[src/rtl/seq_chunk_adder.sv]
`default_nettype none
// ============================================================================
//  Module   : seq_chunk_adder
//  Purpose  : Multi-cycle adder/subtractor. WIDTH-bit operands are summed
//             CHUNK bits per clock, with a registered carry between chunks.
//             Reports unsigned carry-out and signed overflow, and uses a
//             start/busy/done handshake.
//  Ports    : clk    - rising-edge clock
//             rst_n  - asynchronous active-low reset
//             start  - operation request, sampled in IDLE or DONE
//             sub    - 0: a+b, 1: a-b (sampled with start)
//             a, b   - WIDTH-bit operands (sampled with start)
//             busy   - operation in progress
//             done   - one-cycle pulse, sum/cout/ovf freshly valid
//             sum    - WIDTH-bit result, held until the next completion
//             cout   - carry out of the MSB (for sub: 1 = no borrow)
//             ovf    - signed overflow
//  Revision : 1.0 - initial release
// ============================================================================
module seq_chunk_adder #(
    parameter int WIDTH = 16,
    parameter int CHUNK = 4      // WIDTH must be a multiple of CHUNK
) (
    input  logic             clk,
    input  logic             rst_n,
    input  logic             start,
    input  logic             sub,
    input  logic [WIDTH-1:0] a,
    input  logic [WIDTH-1:0] b,
    output logic             busy,
    output logic             done,
    output logic [WIDTH-1:0] sum,
    output logic             cout,
    output logic             ovf
);

    localparam int NCHUNK = WIDTH / CHUNK;
    localparam int IDXW   = (NCHUNK > 1) ? $clog2(NCHUNK) : 1;

    localparam logic [IDXW-1:0] c_last = IDXW'(NCHUNK - 1);

    localparam logic [1:0] c_st_idle = 2'd0;
    localparam logic [1:0] c_st_run  = 2'd1;
    localparam logic [1:0] c_st_done = 2'd2;

    logic [1:0]       r_state;
    logic [WIDTH-1:0] r_opa;
    logic [WIDTH-1:0] r_opb;
    logic [WIDTH-1:0] r_res;
    logic             r_carry;
    logic [IDXW-1:0]  r_idx;
    logic [WIDTH-1:0] r_sum;
    logic             r_cout;
    logic             r_ovf;

    int               w_base;
    logic [CHUNK-1:0] w_a_chk;
    logic [CHUNK-1:0] w_b_chk;
    logic [CHUNK-1:0] w_s;
    logic             w_c;
    logic             w_c_msb;
    logic             w_last;
    logic [WIDTH-1:0] w_res_next;

    assign w_base  = int'(r_idx) * CHUNK;
    assign w_a_chk = r_opa[w_base +: CHUNK];
    assign w_b_chk = r_opb[w_base +: CHUNK];
    assign w_last  = (r_idx == c_last);

    // One chunk of ripple addition, one bit wider to expose the carry.
    assign {w_c, w_s} = {1'b0, w_a_chk} + {1'b0, w_b_chk} + {{CHUNK{1'b0}}, r_carry};

    // Carry into the top bit of the chunk, recovered from the sum bit:
    // s = a ^ b ^ cin  =>  cin = s ^ a ^ b. On the last chunk this is the
    // carry into the word MSB; it also covers CHUNK = 1 (cin = r_carry).
    assign w_c_msb = w_s[CHUNK-1] ^ w_a_chk[CHUNK-1] ^ w_b_chk[CHUNK-1];

    always_comb begin
        w_res_next                   = r_res;
        w_res_next[w_base +: CHUNK]  = w_s;
    end

    always_ff @(posedge clk or negedge rst_n) begin
        if (!rst_n) begin
            r_state <= c_st_idle;
            r_opa   <= '0;
            r_opb   <= '0;
            r_res   <= '0;
            r_carry <= 1'b0;
            r_idx   <= '0;
            r_sum   <= '0;
            r_cout  <= 1'b0;
            r_ovf   <= 1'b0;
        end else begin
            case (r_state)
                c_st_idle, c_st_done: begin
                    if (start) begin
                        // Subtract as a + ~b + 1: the +1 rides in on the carry.
                        r_opa   <= a;
                        r_opb   <= sub ? ~b : b;
                        r_carry <= sub;
                        r_idx   <= '0;
                        r_state <= c_st_run;
                    end else begin
                        r_state <= c_st_idle;
                    end
                end
                c_st_run: begin
                    r_res   <= w_res_next;
                    r_carry <= w_c;
                    r_idx   <= r_idx + 1'b1;
                    if (w_last) begin
                        r_sum   <= w_res_next;
                        r_cout  <= w_c;
                        r_ovf   <= w_c ^ w_c_msb;
                        r_state <= c_st_done;
                    end
                end
                default: r_state <= c_st_idle;
            endcase
        end
    end

    assign busy = (r_state == c_st_run);
    assign done = (r_state == c_st_done);
    assign sum  = r_sum;
    assign cout = r_cout;
    assign ovf  = r_ovf;

endmodule
`default_nettype wire
[config.mk]
export PLATFORM = sky130hd
export DESIGN_NAME = seq_chunk_adder
export DESIGN_NICKNAME = d
export VERILOG_FILES = /design/src/rtl/seq_chunk_adder.sv
export SDC_FILE = /design/constraint.sdc
export NUM_CORES = 1
export LEC_CHECK = 0
export BUFFER_PORTS_ARGS = -buffer_cell sky130_fd_sc_hd__buf_2
export CAP_MARGIN = 10
export CORE_MARGIN = 3
export CORE_UTILIZATION = 55
export DETAILED_ROUTE_END_ITERATION = 8
export PLACE_DENSITY = 0.77
export SLEW_MARGIN = 20
export SYNTH_ARGS = -nofsm -noshare
export SYNTH_HDL_FRONTEND = slang
export SYNTH_SLANG_ARGS = --single-unit
[constraint.sdc]
create_clock -name clk -period 3.36 [get_ports clk]
set_input_delay 0.336 -clock clk [delete_from_list [all_inputs] [get_ports clk]]
set_output_delay 0.336 -clock clk [all_outputs]
set_load 0.05 [all_outputs]
==> results.json <==
{
  "ant_nets": 0,
  "grt-busiest-layer": "met2",
  "p_leak_nw": 1.96,
  "avgRoutedWirePerCell_um": 14.9,
  "finClkSkew_ns": 0.00647,
  "drc": 0,
  "synth_top_area_frac": 0.526,
  "utilization": 0.695,
  "crit_buf_inv": 0,
  "cap_violations": 0,
  "firstDrtPassIters": 4,
  "via_count": 2524,
  "pin_count": 56,
  "vias_per_cell": 5.50,
  "ys_seq_elements": 71,
  "numCtsBuffers": 9,
  "die-area_sq_um": 7120,
  "port_buffers": 55,
  "placementRows": 27,
  "dpl_cell_area_sq_um": 3740,
  "reg2regPathDepth": 8,
  "hold_viol": 0,
  "cp.depth": 8,
  "whs_path_depth": 3,
  "start_util": 0.592,
  "design_power_total_mw": 4.70,
  "nFillCells": 460,
  "cts_tree": "built",
  "r2r-end": "ovf$_DFFE_PN0P_",
  "use_met2": 0.344,
  "core-area_sq_um": 5710,
  "synth_area_sq_um": 3380,
  "crit_slowest_cell": "mux4_2",
  "layout_setup_ws_ns": 0.421,
  "min_to": "r_opa[10]$_DFFE_PN0P_",
  "start_kind": "flop",
  "use_met3": 0.0559,
  "post-place-ws_ns": 0.426,
  "arrival_ns": 3.14,
  "tns_ns": 0,
  "routabilityCongestion": 0.848,
  "grt_max_degree": 38,
  "clk_latency_ns": 0.34,
  "hold_path.class": "in2reg",
  "avgSynthCellArea_sq_um": 10.4,
  "cts.sinks": 71,
  "nets": 429,
  "yosysSeqAreaShare": 0.526,
  "min_from": "a[10]",
  "syn_inst": 324,
  "drive_gt1_frac": 0.243,
  "worst_pin_slew_ns": 0.605,
  "path_cells": "mux4_2 -> fa_1 -> fa_1 -> a21o_1 -> a21oi_1 -> xnor3_1 -> xnor2_1 -> o21ai_1",
  "place_inst": 442,
  "post_cts_buffers": 0,
  "status": "finished clean",
  "path_delay_family": "adder cells",
  "grt_pass1_vias": 2535,
  "antenna_found_initial": 0,
  "post_cts.resized_instances": 0,
  "hpwl_mm": 4.97,
  "max-clock-path-buffers": 2,
  "post-route-period-util": 0.875,
  "end_kind": "flop",
  "cts_root_buffer": "clkbuf_8",
  "maxSlewHeadroom": 0.596,
  "worstPathRequired_ns": 3.56,
  "hold_ws_ns": 0.183,
  "synth_largest_area_cell": "dfrtp_1",
  "gr-usage-met1": 0.272,
  "ys.warnings.count": 0,
  "grt_use_total": 0.210,
  "yosysUniqueCellTypes": 29,
  "syn_to_final_growth_pct": 17.5,
  "final_cells": 459,
  "max_freq_mhz": 340,
  "die_x_um": 84.4,
  "path_clk_slew_ns": 0.07,
  "critPathKind": "reg2reg",
  "path_max_fanout": 4,
  "overflow": 0,
  "syn_nets": 371,
  "final_cell_area_sq_um": 3970,
  "vdd_drop_max_uv": 782,
  "netlist_top_cells_area": "dfrtp_1, nand2_1, mux4_2, xnor2_1, ha_1",
  "period_needed_ns": 2.94,
  "drv_slew": 0,
  "p_per_area_nw_per_um2": 1180,
  "finalSetupViolCount": 0,
  "cp_common_cell": "fa_1",
  "slowest_delay_ns": 0.54,
  "first_iter_violations": 129,
  "grt_pass1_wl_mm": 11.9,
  "regToRegStartpoint": "r_idx[0]$_DFFE_PN0P_",
  "wl_mm": 6.86,
  "antenna_cells": 0,
  "chipHeight_um": 84.4,
  "ff2ff_setup_slack_ns": 0.42,
  "rsz0062_at_grt": "no",
  "cts_htree_levels": 3,
  "critPathLaunch": "r_idx[0]$_DFFE_PN0P_"
}
logic make-up (layout without fill, tap and decap cells):
family,after synthesis,count (layout),share of synthesized area
muxes,8,8,0.0533
DFF,71,71,0.526
xor gates and xnor gates,20,20,0.0559
buffers and inverters,22,85,0.0267
adders and majority gates,11,11,0.0452
AOI/OAI and AO/OA,75,75,0.135
and+or+nand+nor,117,117,0.158
cell usage after synthesis:
master / n
nand2_1: 90
dfrtp_1: 71
o21ai_1: 22
a21oi_1: 18
nor2b_1: 18
xnor2_1: 18
o21ai_0: 15
clkbuf_1: 11
a22o_1: 9
ha_1: 9
a32o_1: 8
mux4_2: 8
buf_1: 3
a21o_1: 2
and2_1: 2
buf_2: 2
fa_1: 2
inv_1: 2
inv_2: 2
nand2b_1: 2
nor3_2: 2
a22oi_1: 1
buf_4: 1
clkbuf_2: 1
nor2_1: 1
nor4b_4: 1
nor4bb_1: 1
xnor3_1: 1
xor2_1: 1
flip-flops by register name (all words and copies together) (netlist names):
register,flops
r_carry,1
r_opa,16
r_opb,16
sum,16
r_idx,2
r_res,16
cout,1
ovf,1
r_state,2
cell type report:
cell class / count / area, sq um / share of cell area
clock buffer: 10 / 138 / 0.0347
clock inverter: 6 / 83.8 / 0.0211
inverter: 4 / 15.0 / 0.00378
multi-input combinational: 231 / 1510 / 0.381
sequential: 71 / 1780 / 0.448
tap: 72 / 90.1 / 0.0227
timing repair buffer: 65 / 353 / 0.0889
power breakdown:
group / switching, mW / leakage (nW) / internal [mW]
sequential: 0.208 / 0.921 / 1.21
combinational: 1.57 / 0.919 / 0.955
clock: 0.318 / 0.116 / 0.436
worst max path at each step:
stage	to	slack, ns
floorplan	ovf$_DFFE_PN0P_	0.36
global placement	ovf$_DFFE_PN0P_	0.51
detailed placement	ovf$_DFFE_PN0P_	0.43
CTS	ovf$_DFFE_PN0P_	0.41
global route	ovf$_DFFE_PN0P_	0.25
finish	ovf$_DFFE_PN0P_	0.42
repair_timing:
action | in CTS | in global routing
endpoints found under the setup margin | 0 | 0
endpoints found under the hold margin | 10 | 0
hold buffers | 1 | 0
per-layer routing:
metal | up-vias | wire length (um)
li1 | 1217 | -
met1 | 1219 | 2980
met2 | 76 | 3330
met3 | 12 | 459
met4 | 0 | 86
met5 | - | 0
tightest hold or removal path, stage by stage:
cell	delay (ns)
buf_2	0.07
nand2_1	0.04
nand2_1	0.04
cell usage in the layout (no fill, tap or decap), types with 2 or more instances in the layout:
cell type / synthesis / routed
nand2_1: 90 / 89
dfrtp_1: 71 / 71
buf_2: 2 / 55
o21ai_1: 22 / 22
nor2b_1: 18 / 18
a21oi_1: 18 / 18
xnor2_1: 18 / 18
o21ai_0: 15 / 15
clkbuf_8: 0 / 10
a22o_1: 9 / 9
ha_1: 9 / 9
buf_4: 1 / 9
mux4_2: 8 / 8
a32o_1: 8 / 8
clkinv_2: 0 / 3
inv_2: 2 / 2
nand2b_1: 2 / 2
inv_1: 2 / 2
a21o_1: 2 / 2
nor3_2: 2 / 2
and2_1: 2 / 2
fa_1: 2 / 2
bufinv_16: 0 / 2
(Power assumes the default switching activity.)
